<file path="src/rtl/pulse_stretcher_pkg.sv">
// Shared definitions for the pulse stretcher: state encoding and default timings
// for the LED-indicator and handshake use cases.
package pulse_stretcher_pkg;

    typedef enum logic [1:0] {
        ST_IDLE    = 2'd0,
        ST_ACTIVE  = 2'd1,
        ST_HOLDOFF = 2'd2
    } state_t;

    localparam int DEFAULT_WIDTH   = 10;
    localparam int DEFAULT_HOLDOFF = 2;

    // LED indicators need a human-visible blink; handshakes want a short, clean level.
    localparam int LED_WIDTH       = 5_000_000;
    localparam int LED_HOLDOFF     = 1_000_000;
    localparam int HS_WIDTH        = 4;
    localparam int HS_HOLDOFF      = 0;

endpackage

</file>
<file path="src/rtl/load_down_counter.sv">
// Loadable down counter with a zero flag; decrementing stops at zero.
module load_down_counter #(
    parameter int CW = 16
) (
    input  logic          clk,
    input  logic          rst,
    input  logic          load,
    input  logic [CW-1:0] load_value,
    input  logic          dec,
    output logic [CW-1:0] count,
    output logic          zero
);

    always_ff @(posedge clk or negedge rst) begin
        if (!rst) begin
            count <= '0;
        end else if (load) begin
            count <= load_value;
        end else if (dec && (count != '0)) begin
            count <= count - CW'(1);
        end
    end

    assign zero = (count == '0);

endmodule

</file>
<file path="src/rtl/pulse_stretcher.sv">
// Stretches a one-cycle strobe into a WIDTH-cycle level followed by HOLDOFF dead time.
// Define PULSE_STRETCHER_RETRIGGER_EN to let strobes during the level restart it.
module pulse_stretcher
    import pulse_stretcher_pkg::*;
#(
    parameter int WIDTH   = DEFAULT_WIDTH,
    parameter int HOLDOFF = DEFAULT_HOLDOFF,
    parameter int CW      = 16,
    parameter int DW      = 8
) (
    input  logic          clk,
    input  logic          rst,
    input  logic          pulse_in,
    input  logic          drop_clr,
    output logic          level,
    output logic          busy,
    output logic          done,
    output logic [DW-1:0] drop_cnt
);

`ifdef PULSE_STRETCHER_RETRIGGER_EN
    localparam bit RETRIG = 1'b1;
`else
    localparam bit RETRIG = 1'b0;
`endif

    localparam bit            HAS_HOLDOFF = (HOLDOFF > 0);
    localparam logic [CW-1:0] WIDTH_LOAD  = CW'(WIDTH - 1);
    localparam logic [CW-1:0] HOLD_LOAD   = HAS_HOLDOFF ? CW'(HOLDOFF - 1) : '0;

    state_t        state;
    logic          cnt_load;
    logic [CW-1:0] cnt_value;
    logic          cnt_dec;
    logic [CW-1:0] cnt;
    logic          cnt_zero;
    logic          retrig_hit;
    logic          reject;

    assign retrig_hit = RETRIG && (state == ST_ACTIVE) && pulse_in;
    assign reject     = pulse_in && !retrig_hit &&
                        ((state == ST_ACTIVE) || (state == ST_HOLDOFF));

    // One counter serves both phases: reloaded with the phase length minus one.
    always_comb begin
        cnt_load  = 1'b0;
        cnt_value = WIDTH_LOAD;
        cnt_dec   = 1'b0;
        case (state)
            ST_IDLE: begin
                cnt_load = pulse_in;
            end
            ST_ACTIVE: begin
                if (retrig_hit) begin
                    cnt_load = 1'b1;
                end else if (cnt_zero) begin
                    cnt_load  = 1'b1;
                    cnt_value = HOLD_LOAD;
                end else begin
                    cnt_dec = 1'b1;
                end
            end
            ST_HOLDOFF: begin
                cnt_dec = !cnt_zero;
            end
            default: begin
                cnt_load = 1'b0;
            end
        endcase
    end

    load_down_counter #(
        .CW(CW)
    ) u_counter (
        .clk       (clk),
        .rst       (rst),
        .load      (cnt_load),
        .load_value(cnt_value),
        .dec       (cnt_dec),
        .count     (cnt),
        .zero      (cnt_zero)
    );

    always_ff @(posedge clk or negedge rst) begin
        if (!rst) begin
            state    <= ST_IDLE;
            level    <= 1'b0;
            busy     <= 1'b0;
            done     <= 1'b0;
            drop_cnt <= '0;
        end else begin
            done <= 1'b0;
            case (state)
                ST_IDLE: begin
                    if (pulse_in) begin
                        state <= ST_ACTIVE;
                        level <= 1'b1;
                        busy  <= 1'b1;
                    end
                end
                ST_ACTIVE: begin
                    if (!retrig_hit && cnt_zero) begin
                        level <= 1'b0;
                        done  <= 1'b1;
                        if (HAS_HOLDOFF) begin
                            state <= ST_HOLDOFF;
                        end else begin
                            state <= ST_IDLE;
                            busy  <= 1'b0;
                        end
                    end
                end
                ST_HOLDOFF: begin
                    if (cnt_zero) begin
                        state <= ST_IDLE;
                        busy  <= 1'b0;
                    end
                end
                default: begin
                    state <= ST_IDLE;
                    level <= 1'b0;
                    busy  <= 1'b0;
                end
            endcase

            // Clear wins over a same-cycle rejection; the count sticks at all-ones.
            if (drop_clr) begin
                drop_cnt <= '0;
            end else if (reject && (drop_cnt != '1)) begin
                drop_cnt <= drop_cnt + DW'(1);
            end
        end
    end

endmodule

</file>
<file path="config.mk">
export PLATFORM = sky130hd
export DESIGN_NAME = pulse_stretcher
export DESIGN_NICKNAME = d
export VERILOG_FILES = /design/src/rtl/pulse_stretcher_pkg.sv /design/src/rtl/load_down_counter.sv /design/src/rtl/pulse_stretcher.sv
export SDC_FILE = /design/constraint.sdc
export NUM_CORES = 1
export LEC_CHECK = 0
export ABC_AREA = 1
export BUFFER_PORTS_ARGS = -buffer_cell sky130_fd_sc_hd__buf_2
export CAP_MARGIN = 10
export CORE_ASPECT_RATIO = 1.4
export CORE_MARGIN = 2
export CORE_UTILIZATION = 35
export DETAILED_ROUTE_END_ITERATION = 8
export PLACE_DENSITY = 0.59
export SYNTH_ARGS = -nofsm -noshare
export SYNTH_HDL_FRONTEND = slang
export SYNTH_SLANG_ARGS = --single-unit
export TNS_END_PERCENT = 100
</file>
<file path="constraint.sdc">
create_clock -name clk -period 3.1 [get_ports clk]
set_input_delay 0.31 -clock clk [delete_from_list [all_inputs] [get_ports clk]]
set_output_delay 0.31 -clock clk [all_outputs]
set_load 0.02 [all_outputs]
</file>
==> After elaboration in Yosys (flattened, before gate mapping) <==
Index checks and enable logic that the tools add are counted.
{ "totals": {"elab_cells": 48, "in_bits": 4, "ff_bits": 29} }
{ "classes": {"n_addsub": 2, "muxes": 19, "reduce_logical": 13, "n_eq_ne": 6, "bitwise": 2} }
{ "ops": {"columns": ["op", "count"], "rows": [
  ["$mux 16", 3],
  ["$logic_not 16->1", 1],
  ["$mux 8", 2],
  ["$reduce_bool 16->1", 1],
  ["$sub 16x1->16 const B", 1],
  ["$reduce_and 3->1", 3],
  ["$add 8x1->8 const B", 1],
  ["$ne 8x8->1 const B", 1],
  ["$mux 2", 3],
  ["$ne 2x2->1 const B", 3],
  ["$pmux 1 s3", 2],
  ["$pmux 2 s3", 1],
  ["$mux 1", 5],
  ["$mux 4", 1],
  ["$pmux 1 s2", 2],
  ["$reduce_bool 2->1", 2],
  ["$logic_and 1x1->1", 3],
  ["$eq 2x1->1 const B", 1],
  ["$eq 2x2->1 const B", 1],
  ["$logic_not 2->1", 1],
  ["$not 1->1", 2],
  ["$logic_not 1->1", 1],
  ["$logic_or 1x1->1", 1]
]} }

==> Depth between registers and ports, before layout <==
{ "depth": {"depth_word": 6, "ltp_mapped": 11, "depth_no_buf": 10} }

==> Cells and area by module <==
Synthesis repeated with hierarchy kept, for this count alone.
{ "unflattened": {"cells_unflattened": 282, "area_unflattened_um2": 2082.0} }
{ "by_module_without_submodules": {"columns": ["mod", "cells_each", "n_inst", "area_per_inst_um2", "seq_area_each_um2"], "rows": [
  ["load_down_counter", 183, 1, 1255.0, 400.4],
  ["pulse_stretcher", 99, 1, 827.0, 325.3]
]} }

==> Worst setup path before layout <==
Ideal clock, no wire load.
{ "synth_timing": {"kind": "register to register", "from": "reg state[1]", "to": "reg u_counter.count[2]", "arrival_time_ns": 1.368, "stages_incl_launch_ff": 10, "setup_ns": 0.117, "required_ns": 2.983, "synth_period_minus_slack_ns": 1.485, "setup_slack_ns": 1.615, "path_buffers": 2, "path_cell_list": "dfrtp_1 > inv_1 > ha_1 > clkbuf_1 > nand3_1 > nand2_1 > inv_2 > buf_2 > nand3_1 > nand2_1"} }
{ "synth_between": {"elab_chain_len": 4} }
{ "synth_rtl": {"columns": ["item", "line", "text"], "rows": [
  ["start: declaration", "pulse_stretcher.sv:31", "state_t state;"],
  ["start signal: assignment", "pulse_stretcher.sv:86", "state <= ST_IDLE;"],
  ["start signal: assignment", "pulse_stretcher.sv:96", "state <= ST_ACTIVE;"],
  ["start signal: assignment", "pulse_stretcher.sv:106", "state <= ST_HOLDOFF;"],
  ["$eq 2x2->1 or $eq 2x1->1 (tied branches)", "pulse_stretcher.sv:49", "case (state)"],
  ["$pmux 1 s2", "pulse_stretcher.sv:49", null],
  ["$logic_and 1x1->1", "load_down_counter.sv:19", "end else if (dec && (count != '0)) begin"],
  ["$reduce_bool 2->1 (no source line)", null, null],
  ["end signal: assignment", "load_down_counter.sv:18", "count <= load_value;"],
  ["end signal: assignment", "load_down_counter.sv:20", "count <= count - CW'(1);"],
  ["end: declaration", "load_down_counter.sv:10", "output logic [CW-1:0] count,"]
]} }
Several ways; a longest one is shown, not always the timed one.
A chain may end at the register's enable or synchronous reset.

==> Worst setup path in the final report <==
{ "layout_timing": {"from": "reg u_counter.count[0]", "to": "reg u_counter.count[1]"} }
{ "layout_between": {"elab_chain_len": 5} }
{ "layout_rtl": {"columns": ["item"], "rows": [
  ["branches (longest 5 deep; another with $sub 16x1->16)"]
]} }
Several ways; the timed one is not identified. The select of a mux whose other input is x is not followed.

==> key figures <==
STA
  – Worst Skew: 4.24 ps
  – Slew at the pin closest to its max-slew limit: between 600 and 700 ps
  – Setup violations, final: 0
  – Worst rel slew slack: 55.1%
  – Setup repair after global routing missed its margin: false
  – Maximum achievable frequency: 508 MHz
  – Portion of the clock cycle consumed by the worst path in the final layout: 63.5%
  – Final hold violations: 0
  – Accumulated negative setup slack: 0 ps
  – Pins over their slew limit: 0
  – Min cycle time layout: ~2000 ps

Cells and area
  – Fraction of the core area covered by cells at the end of the flow: 41.0%
  – Area growth, synth to finish: 12.0%
  – Number of filler instances in the final layout: around 550
  – Ant. Diodes: 0
  – Proportion of layout cells with a drive suffix above 1: 10.3%
  – Number of nets at the end of the flow: 300

Worst setup path
  – Gate family responsible for the most delay along the worst path: simple AND/OR/NAND/NOR gates
  – Crit end category: flop
  – Largest fanout on the critical path: 21
  – Worst path slowest cell: dfrtp_1
  – Crit path launch type: flop
  – Critical Path, Cell by Cell: inv_1, ha_1, nand2_1, nor2_2, nand3_1, nand2_1, inv_2, nand2_4, nand2_1, nand2_1
  – Startpoint-to-endpoint class of the critical path: reg2reg
  – Arrival time reported for the critical path endpoint: 2190 ps
  – Bufs and invs on worst path: 2
  – Slowest Stage Delay on Critical Path: ~390 ps
  – Required arrival time at the worst endpoint: 3320 ps
  – Cell with the most instances on the worst path: nand2_1

Synth
  – Distinct cell type count of the synthesized netlist: 27
  – Register area share after synthesis: 38.1%
  – Proportion of register bits with asynchronous set or reset after synthesis: 100%
  – Total standard cell area after synthesis: 0.00190 sq mm
  – Yosys reg bits: 29
  – Ranking of synthesized cells by area: dfrtp_1 (38%), nand2_1 (17%), nand3_1 (11%)
  – Mapped Nets: approximately 290
  – Flip-flop cell with the highest count after synthesis: dfrtp_1
  – Top-area cell type share of the netlist area: between 30% and 40%
  – Mean Syn Cell Area: 6.95 sq um
  – Library cell with the largest summed area after synthesis: dfrtp_1
  – Number of enable flip-flop cells after synthesis: 0
  – Warnings from Yosys: 0
  – Most common cell in the synthesized netlist: nand2_1
  – Number of cells produced by synthesis: 274
  – Most used standard cells in the synthesized netlist: nand2_1 (84), nand3_1 (43), nor2_1 (38), dfrtp_1 (29), inv_1 (29)

Floorplan
  – Row count: 31
  – Ports: 15
  – Die boundary width: 66.3 um
  – Standard cell core area: 0.00520 sq mm
  – Effective utilization at floorplan: 36.6%
  – Overall die height: around 91 um
  – Die ar.: 0.00606 sq mm

CTS
  – Clock transition time at the flip-flop clock pins of the worst setup and hold paths: 70 ps
  – CTS tree: yes
  – Clock H-tree levels: 2
  – Post-CTS setup buffer count: 0
  – Clock root buffer: clkbuf_8
  – Clk buf depth: 2
  – Cts bufs inserted: 5
  – Clock latency on the worst-skew pair: ~280 ps
  – Hold-fix buffer count after cts: 0
  – Number of clock sinks: 29
  – Cells resized by post-CTS repair: 0

Detailed routing
  – Total detailed-routing wirelength: 4530 um
  – First-pass detailed-route iteration total: 4
  – Total number of vias: 1748
  – Post-detailed-route via-to-cell ratio: 4.91
  – Post-route ant nets: 0
  – Average wire per cell in the routed design: 12.7 um
  – Post-route DRC: 0
  – Iteration-0 DRC count of the detailed router: just under 60

Hold path
  – Hold WC Path Type: in2async

Place
  – Count of buffers from port buffering: 14
  – Final weighted congestion of routability-driven global placement: around 0.85
  – Detail Placement HPWL: 3290 um

Global routing
  – Global route overflow: 0
  – Number of global-route vias before repair: 1750
  – Maximum number of pins on one net before global-route repair: 30
  – Overall routing resource usage: between 10% and 20%
  – First-pass GRT wire length: between 7000 and 8000 um
  – Initial antenna violation count: 0

Power
  – Power per unit of standard cell area: between 1000 and 1500 mW/mm^2
  – Leakage power: 0.00116 uW
  – Worst-case vdd ir drop: about 0.00047 V

Run
  – Number of max-capacitance violations reported: 0

Status
  – Status: complete, no violations
## registers in the layout (all words and copies together), names as in the netlist
| signal | cells |
|---|---|
| drop_cnt | 8 |
| u_counter.count | 16 |
| busy | 1 |
| done | 1 |
| state | 2 |
| level | 1 |
## metrics by stage
step	power (uW)	cell area [sq um]	std cells	setup WS (ps)	hold WS (ps)
5_1_grt	2420	2130	356	948	113
3_5_place_dp	1770	2020	348	1180	393
3_3_place_gp	1760	2020	348	1230	388
2_1_floorplan	1550	1900	274	1610	14.4
4_1_cts	2200	2130	356	1150	83.5
6_report	2190	2130	356	1130	63.2
## layout by cell type (no fill, tap or decap), drive strengths merged
cell type / instances
clkbuf: 7
o21ai: 11
or2: 1
dfrtp: 29
xnor2: 2
buf: 14
nand2: 86
clkinv: 1
o211ai: 1
nand4: 2
inv: 30
nor3: 1
ha: 7
a21oi: 2
xor2: 7
o2111ai: 1
nand3: 43
bufinv: 1
nand3b: 1
o31ai: 1
nor2: 42
## power by group
part	internal [uW]	leakage, uW	switching (uW)
logic	373	0.000714	781
registers	492	0.000386	126
clock network	262	0.0000585	152
total	1130	0.00116	1060
## layer usage
metal	GRT usage, %	part of all wire (%)	up-vias
li1	-	-	895
met1	20.2	43	809
met2	29.4	51	37
met3	3.84	3.7	7
met4	4.76	1.5	0
met5	0	0	-
## cells by family (layout without fill, tap and decap cells)
kind of cell | after synthesis | count (layout) | share of synthesized area (%)
simple gates | 176 | 176 | 39.5
flops | 29 | 29 | 38.1
buf+inv | 37 | 53 | 8.28
compound gates | 16 | 16 | 5.39
xor+xnor | 9 | 9 | 4.14
fa+ha+maj | 7 | 7 | 4.60
## cell type report
cell class	instances	area [sq um]	area share [%]
clock inverters	1	30.0	1.41
flip-flops and latches	29	726	34.0
clock buffers	7	86.3	4.05
well taps	66	82.6	3.87
repair buffers	14	70.1	3.29
multi-input cells	208	1020	47.9
inverters	31	116	5.46
## final timing paths
check                                      to  depth (start not counted)                from  slack, ps
min in group clk                  drop_cnt[4]                          2            drop_clr        230
max                        u_counter.count[1]                         10  u_counter.count[0]       1130
min                        u_counter.count[8]                          1                 rst         60
max in group asynchronous         drop_cnt[3]                          1                 rst       2600
max reg2reg                u_counter.count[1]                         10  u_counter.count[0]       1130
min reg2reg                              busy                          2                busy        490
Note: power is estimated with default switching activity, not from simulation.
